[config.mk]
export PLATFORM = sky130hd
export DESIGN_NAME = spi_responder
export DESIGN_NICKNAME = d
export VERILOG_FILES = /design/src/rtl/pendulum_spi_pkg.sv /design/src/rtl/spi_responder_sync_edge.sv /design/src/rtl/spi_responder.sv
export SDC_FILE = /design/constraint.sdc
export NUM_CORES = 1
export LEC_CHECK = 0
export ABC_AREA = 1
export CORE_MARGIN = 4
export CORE_UTILIZATION = 57
export DETAILED_ROUTE_END_ITERATION = 10
export PLACE_DENSITY = 0.84
export SLEW_MARGIN = 15
export SYNTH_ARGS = -nofsm -noshare
export SYNTH_HDL_FRONTEND = slang
export SYNTH_SLANG_ARGS = --single-unit
[constraint.sdc]
create_clock -name clk -period 4.35 [get_ports clk]
set_input_delay 0.87 -clock clk [delete_from_list [all_inputs] [get_ports clk]]
set_output_delay 0.87 -clock clk [all_outputs]
set_load 0.05 [all_outputs]
[src/rtl/pendulum_spi_pkg.sv]
// Shared definitions for the pendulum SPI link: frame size, responder states
// and command-frame field positions.
package pendulum_spi_pkg;

   localparam int FRAME_BITS_DEFAULT = 136;

   typedef enum logic [1:0] {
      IDLE,
      ARMED,
      ACTIVE
   } spi_resp_state_t;

   localparam int SPEED_LSB   = 0;
   localparam int SPEED_MSB   = 14;
   localparam int ENABLE_BIT  = 15;
   localparam int RST_ENC_LSB = 116;
   localparam int RST_ENC_MSB = 117;

   function automatic logic [SPEED_MSB-SPEED_LSB:0] cmd_speed(
      input logic [FRAME_BITS_DEFAULT-1:0] frame
   );
      return frame[SPEED_MSB:SPEED_LSB];
   endfunction

endpackage

[src/rtl/spi_responder_sync_edge.sv]
// Multi-stage synchronizer for one asynchronous input, with rise/fall detect
// against the previous synchronized sample. STAGES must be at least 2.
module sync_edge #(
   parameter int   STAGES  = 2,
   parameter logic RST_VAL = 1'b0
) (
   input  logic clk,
   input  logic reset_n,
   input  logic din,
   output logic level,
   output logic rise,
   output logic fall
);

   logic sync_reg [STAGES];
   logic prev_reg;

   genvar gi;
   generate
      for (gi = 0; gi < STAGES; gi++) begin : g_stage
         if (gi == 0) begin : g_first
            always_ff @(posedge clk or negedge reset_n) begin
               if (!reset_n) sync_reg[gi] <= RST_VAL;
               else          sync_reg[gi] <= din;
            end
         end else begin : g_next
            always_ff @(posedge clk or negedge reset_n) begin
               if (!reset_n) sync_reg[gi] <= RST_VAL;
               else          sync_reg[gi] <= sync_reg[gi-1];
            end
         end
      end
   endgenerate

   always_ff @(posedge clk or negedge reset_n) begin
      if (!reset_n) prev_reg <= RST_VAL;
      else          prev_reg <= level;
   end

   assign level = sync_reg[STAGES-1];
   assign rise  = level & ~prev_reg;
   assign fall  = ~level & prev_reg;

endmodule

[src/rtl/spi_responder.sv]
// SPI mode-0 responder: shifts in a FRAME_BITS command frame on mosi and shifts
// the tx_data word captured at frame start back out on miso.
module spi_responder
   import pendulum_spi_pkg::*;
#(
   parameter int FRAME_BITS  = FRAME_BITS_DEFAULT,
   parameter int SYNC_STAGES = 2
) (
   input  logic                  clk,
   input  logic                  reset_n,
   input  logic                  sclk,
   input  logic                  mosi,
   input  logic                  ss,
   output logic                  miso,
   output logic                  miso_oe,
   input  logic [FRAME_BITS-1:0] tx_data,
   output logic [FRAME_BITS-1:0] rx_data,
   output logic                  rx_valid,
   output logic                  frame_error,
   output logic                  busy
);

   localparam int CNT_W = $clog2(FRAME_BITS + 2);
   localparam logic [CNT_W-1:0] CNT_FULL = CNT_W'(FRAME_BITS);
   localparam logic [CNT_W-1:0] CNT_MAX  = CNT_W'(FRAME_BITS + 1);

   logic sclk_rise, sclk_fall, sclk_level_unused;
   logic ss_rise, ss_fall, ss_level;
   logic mosi_sync_reg [SYNC_STAGES];

   sync_edge #(.STAGES(SYNC_STAGES), .RST_VAL(1'b0)) u_sclk_sync (
      .clk     (clk),
      .reset_n (reset_n),
      .din     (sclk),
      .level   (sclk_level_unused),
      .rise    (sclk_rise),
      .fall    (sclk_fall)
   );

   sync_edge #(.STAGES(SYNC_STAGES), .RST_VAL(1'b1)) u_ss_sync (
      .clk     (clk),
      .reset_n (reset_n),
      .din     (ss),
      .level   (ss_level),
      .rise    (ss_rise),
      .fall    (ss_fall)
   );

   // Same depth as the sclk chain so mosi is sampled aligned with its clock edge.
   genvar gi;
   generate
      for (gi = 0; gi < SYNC_STAGES; gi++) begin : g_mosi
         if (gi == 0) begin : g_first
            always_ff @(posedge clk or negedge reset_n) begin
               if (!reset_n) mosi_sync_reg[gi] <= 1'b0;
               else          mosi_sync_reg[gi] <= mosi;
            end
         end else begin : g_next
            always_ff @(posedge clk or negedge reset_n) begin
               if (!reset_n) mosi_sync_reg[gi] <= 1'b0;
               else          mosi_sync_reg[gi] <= mosi_sync_reg[gi-1];
            end
         end
      end
   endgenerate

   spi_resp_state_t       state_reg;
   logic [FRAME_BITS-1:0] tx_shift_reg;
   logic [FRAME_BITS-1:0] rx_shift_reg;
   logic [FRAME_BITS-1:0] rx_data_reg;
   logic [CNT_W-1:0]      bit_cnt_reg;
   logic                  miso_reg;
   logic                  miso_oe_reg;
   logic                  rx_valid_reg;
   logic                  frame_error_reg;
   logic [SYNC_STAGES:0]  startup_reg;

   // The ss chain resets high, so an ss pin held low through reset shows up as
   // a falling edge while startup_reg is still filling; that case arms instead.
   always_ff @(posedge clk or negedge reset_n) begin
      if (!reset_n) begin
         state_reg       <= IDLE;
         tx_shift_reg    <= '0;
         rx_shift_reg    <= '0;
         rx_data_reg     <= '0;
         bit_cnt_reg     <= '0;
         miso_reg        <= 1'b0;
         miso_oe_reg     <= 1'b0;
         rx_valid_reg    <= 1'b0;
         frame_error_reg <= 1'b0;
         startup_reg     <= '0;
      end else begin
         rx_valid_reg    <= 1'b0;
         frame_error_reg <= 1'b0;
         startup_reg     <= {startup_reg[SYNC_STAGES-1:0], 1'b1};
         case (state_reg)
            IDLE: begin
               if (ss_fall) begin
                  if (!startup_reg[SYNC_STAGES]) begin
                     state_reg <= ARMED;
                  end else begin
                     tx_shift_reg <= tx_data;
                     miso_reg     <= tx_data[FRAME_BITS-1];
                     miso_oe_reg  <= 1'b1;
                     bit_cnt_reg  <= '0;
                     state_reg    <= ACTIVE;
                  end
               end
            end
            ARMED: begin
               if (ss_level) state_reg <= IDLE;
            end
            ACTIVE: begin
               if (ss_rise) begin
                  if (bit_cnt_reg == CNT_FULL) begin
                     rx_data_reg  <= rx_shift_reg;
                     rx_valid_reg <= 1'b1;
                  end else begin
                     frame_error_reg <= 1'b1;
                  end
                  miso_oe_reg <= 1'b0;
                  miso_reg    <= 1'b0;
                  state_reg   <= IDLE;
               end else begin
                  if (sclk_rise) begin
                     rx_shift_reg <= {rx_shift_reg[FRAME_BITS-2:0], mosi_sync_reg[SYNC_STAGES-1]};
                     if (bit_cnt_reg != CNT_MAX) bit_cnt_reg <= bit_cnt_reg + 1'b1;
                  end
                  if (sclk_fall) begin
                     tx_shift_reg <= {tx_shift_reg[FRAME_BITS-2:0], 1'b0};
                     miso_reg     <= tx_shift_reg[FRAME_BITS-2];
                  end
               end
            end
            default: state_reg <= IDLE;
         endcase
      end
   end

   assign miso        = miso_reg;
   assign miso_oe     = miso_oe_reg;
   assign rx_data     = rx_data_reg;
   assign rx_valid    = rx_valid_reg;
   assign frame_error = frame_error_reg;
   assign busy        = (state_reg != IDLE);

endmodule

Yosys cells after proc, flatten, opt, wreduce, memory -nomap -nowiden
Index checks and enable logic that the tools add are counted.
Word-level totals
  register bits: 432
  input bits: 141
  logic and storage cells: 82
Cells by class
  bitwise operators: 9
  add/subtract/negate cells: 1
  equality and inequality tests: 13
  muxes and demuxes: 31
  reductions and logical operators: 10
Operators with widths (number)
  135-bit 2-to-1 mux: 4
  135-bit case mux with 2 select lines: 1
  8-bit 2-to-1 mux: 5
  8-bit case mux with 2 select lines: 1
  2-bit != test (second input constant): 7
  1-bit 2-to-1 mux: 13
  3-bit AND reduction: 3
  8-bit by 1-bit adder with 8-bit output (second input constant): 1
  8-bit equality test (second input constant): 1
  2-bit 2-to-1 mux: 4
  8-bit != test (second input constant): 1
  4-bit AND reduction: 2
  2-bit case mux with 3 select lines: 1
  6-bit AND reduction: 1
  1-bit inverter: 5
  5-bit AND reduction: 1
  1-bit bitwise AND: 4
  1-bit case mux with 2 select lines: 2
  2-bit nonzero test: 2
  3-bit != test (second input constant): 1
  2-bit by 1-bit equality test with 1-bit output (second input constant): 1
  2-bit equality test (second input constant): 1
  2-bit zero test: 1
  2-bit by 1-bit != test with 1-bit output (second input constant): 1

Depth between registers and ports, before layout
  depth after elaboration: 5
  gate-level depth with buffers: 11
  mapped depth without buffers: 9

By module
From an unflattened synthesis, not the netlist that was laid out.
Unflattened totals
  cells, all modules: 2014
  area, all modules: 18591.6 µm²
By module, submodules not included
  spi_responder: area an instance 18407.7 µm², cells each 2000, times used 1, seq. area each 10660.2 µm²
  sync_edge at u_ss_sync: area an instance 93.8 µm², cells each 7, times used 1, seq. area each 78.8 µm²
  sync_edge at u_sclk_sync: area an instance 90.1 µm², cells each 7, times used 1, seq. area each 75.1 µm²

Worst setup path before layout
Ideal clock, no wire load.
  kind: reg-to-output
  start: reg state_reg[1]
  end: out busy
  required time: 3.480 ns
  buffers on the path: 0
  stages on the path, launching flop included: 3
  data arrival time: 0.752 ns
  setup slack: 2.728 ns
  cell sequence: dfrtp_1 -> nor2_1 -> inv_1
On the way
  word-level cells in the longest chain between the ends: 1
RTL lines
  from (decl): RTL line spi_responder.sv:67  | spi_resp_state_t state_reg;
  from (signal assigned): RTL line spi_responder.sv:82  | state_reg <= IDLE;
  from (signal assigned): RTL line spi_responder.sv:100  | state_reg <= ARMED;
  from (signal assigned): RTL line spi_responder.sv:106  | state_reg <= ACTIVE;
  2-bit nonzero test: RTL line spi_responder.sv:145  | assign busy = (state_reg != IDLE);
  to (decl): RTL line spi_responder.sv:20  | output logic busy
No other way between the ends.

Worst setup path after layout
  start: reg state_reg[0]
  end: reg rx_shift_reg[49]
On the way
  word-level cells in the longest chain between the ends: 2
RTL lines
  2-bit equality test: RTL line spi_responder.sv:96  | case (state_reg)
  3-bit AND reduction (no source line)
  to (signal assigned): RTL line spi_responder.sv:126  | rx_shift_reg <= {rx_shift_reg[FRAME_BITS-2:0], mosi_sync_reg[SYNC_STAGES-1]};
  to (decl): RTL line spi_responder.sv:69  | logic [FRAME_BITS-1:0] rx_shift_reg;
No other way between the ends.
A chain may end at the register's enable or synchronous reset.

==> metrics.csv <==
metric;value;unit
status;complete, no violations;
R2R Path Start;state_reg[0]$_DFFE_PN0P_;
final worst setup slack;1.31;ns
initial DRC count;1030;
CTS tree;built;
# port buffers;281;
Final Hold Violating Endpoints;0;
post-synthesis cell count;2009;
# rows;64;
vias;13600;
layout cell share with drive strength beyond 1;0.0407;
Int Pwr;7.49;mW
CTS Buf Count;42;
area of the multi-input gates;5170;µm²
Setup Skew;0.0176;ns
Comb power frac;0.154;
synthesis-to-layout area growth;24.3;%
clock network latency to the later pin of the worst-skew pair;0.54;ns
vias in the first global route;13700;
worst rel slew slack;0.274;
Initial Util;0.579;
unique cell type count in the Yosys netlist;25;
setup TNS;0;ns
Die H;185;µm
Max Clk Rate;329;MHz
DRC Markers;0;
Vias/cell;5.14;
sw frac;0.265;
sequential fraction of the synthesis area;0.609;
GRT Util Overall;0.237;
Setup crit start kind;flop;
Period Utilization, post-route;0.699;
switching pwr;2.70;mW
CTS Hold Buffers Added;0;
first-pass GRT wire length;66800;µm
average size of a mapped cell;8.84;µm²
worst vdd rail ir drop;0.000402;V
commonest non-fill, non-tap cell in the layout;nand2_1;
largest net degree at the start of global routing;270;
r2r worst-path depth;6;
routability cong.;0.825;
Ys Warns;0;
RSZ-0062 raised after global routing;false;
CTS H-tree depth;2;
Critical Path AT;3.48;ns
Overflow after GRT;0;
largest fanout on the critical path;141;
Synth Cell Area;17800;µm²
R2R Setup Slk;1.31;ns
worst slack at placement;1.29;ns
clock sink total;432;
Power Density;462;nW/µm²
CP Capture Type;flop;
fin cells;2655;
Hold WC Path Type;in2async;
max_cap viols;0;
Tot Pwr;10.2;mW
Top Ports;282;
setup repair bufs after CTS;0;
sequential share of power;0.471;
Pins Over Slew Limit;0;
Clk network pwr share;0.376;
placed cell area;20600;µm²
clock root cell;clkbuf_16;
Fill cells;2153;
cell area after layout;22100;µm²
Placed Instances;2578;
CTS resizes;0;
Core Box Area;30700;µm²
Reg-to-Reg End;rx_shift_reg[49]$_DFFE_PN0P_;
Crit Path Category;reg2reg;
initial antenna violation count;1;
FF/Latch Area;10800;µm²
die area;34100;µm²
syn_nets;2153;
final setup fails;0;
Req. time, crit path;4.79;ns
CTS clock-pin slew for the worst setup and hold paths;0.06;ns
Final Routed Wirelength;40000;µm
Die X;185;µm
Clock Path Buffers;3;
DP Wirelength;25400;µm
Leakage;9.90;nW
Post-DRT Antenna Nets;0;
WL/cell;15.1;µm
commonest cells after routing, fill and taps aside;573 x nand2_1, 429 x dfrtp_1, 371 x o21ai_0, 288 x inv_1, 280 x clkdlybuf4s50_1;
NumNets Final;2370;
flop and latch count out of synthesis;432;
minimum clock period;3.04;ns
Pre-antenna DRT Iters;7;
Slew @ Worst Pin;1.09;ns
[per-stage QoR]
| stage | util | hold slack [ns] |
|---|---|---|
| after floorplan | - | 0.331 |
| after global placement | 0.672 | 0.333 |
| after detailed placement | 0.672 | 0.335 |
| after CTS | 0.720 | 0.348 |
| after global routing | 0.720 | 0.357 |
| final | 0.720 | 0.347 |
[cells in the mapped netlist]
cell type / instances / area (µm²)
conb_1: 1 / 3.75
dfrtp_1: 429 / 10700
or3_1: 1 / 6.26
buf_2: 42 / 210
nor2_1: 13 / 48.8
inv_1: 288 / 1080
o21ai_1: 180 / 901
ha_1: 3 / 37.5
buf_6: 18 / 203
nor3_1: 1 / 5.00
nand3b_1: 1 / 7.51
dfstp_2: 3 / 78.8
nand4_1: 1 / 6.26
buf_4: 20 / 150
buf_1: 2 / 7.51
o21ai_0: 371 / 1860
o41ai_1: 1 / 8.76
nand2_2: 1 / 6.26
clkbuf_1: 39 / 146
a21oi_4: 1 / 16.3
nand2_1: 574 / 2150
nand3_1: 14 / 70.1
a21oi_1: 3 / 15.0
inv_2: 1 / 3.75
or2_2: 1 / 6.26
[worst max path at each step]
stage / start / to / slack, ns
5_1_grt: state_reg[0]$_DFFE_PN0P_ / rx_shift_reg[49]$_DFFE_PN0P_ / 0.96
4_1_cts: state_reg[0]$_DFFE_PN0P_ / rx_shift_reg[18]$_DFFE_PN0P_ / 1.30
3_3_place_gp: state_reg[0]$_DFFE_PN0P_ / rx_shift_reg[48]$_DFFE_PN0P_ / 1.42
6_report: state_reg[0]$_DFFE_PN0P_ / rx_shift_reg[49]$_DFFE_PN0P_ / 1.31
3_5_place_dp: state_reg[0]$_DFFE_PN0P_ / rx_shift_reg[49]$_DFFE_PN0P_ / 1.29
2_1_floorplan: state_reg[1]$_DFFE_PN0P_ / busy / 2.73
[worst max-delay path, cell delays in order, from the launching register on]
cell     delay (ns)
dfrtp_1        0.37
inv_1          0.17
nand2_8        0.39
inv_2          0.37
nand4_1        0.81
buf_12         0.53
o21ai_0        0.25
[logic make-up (layout without fill, tap and decap cells)]
| group | Yosys count | count (layout) | share of synthesized area |
|---|---|---|---|
| simple gates | 607 | 607 | 0.130 |
| fa+ha+maj | 3 | 3 | 0.00211 |
| buf+inv | 410 | 659 | 0.101 |
| flops | 432 | 432 | 0.609 |
| compound gates | 556 | 556 | 0.157 |
| other cells | 1 | 2 | 0.000211 |
[final cells by class]
class,count,area share
flip-flops and latches,432,0.490
clock buffers,57,0.0547
clock inverters,19,0.0122
well taps,396,0.0224
diodes,1,0.000113
inverters,289,0.0491
multi-input cells,1167,0.234
repair buffers,294,0.138
[power groups by stage]
stage	sequential, mW	clock (mW)	combinational, mW
floorplan	4.84	0	1.09
global placement	4.84	0	1.48
detailed placement	4.87	0	1.55
CTS	4.80	3.91	1.58
global route	4.85	4.09	1.82
finish	4.80	3.83	1.56
[per-layer routing]
metal  track usage  share of wire  vias to the layer above
li1              -              -                     6715
met1         0.314           0.41                     6516
met2         0.400           0.50                      326
met3        0.0353          0.047                       87
met4        0.0905          0.041                        0
met5             0              0                        -
Power figures use the tool's default switching activity.
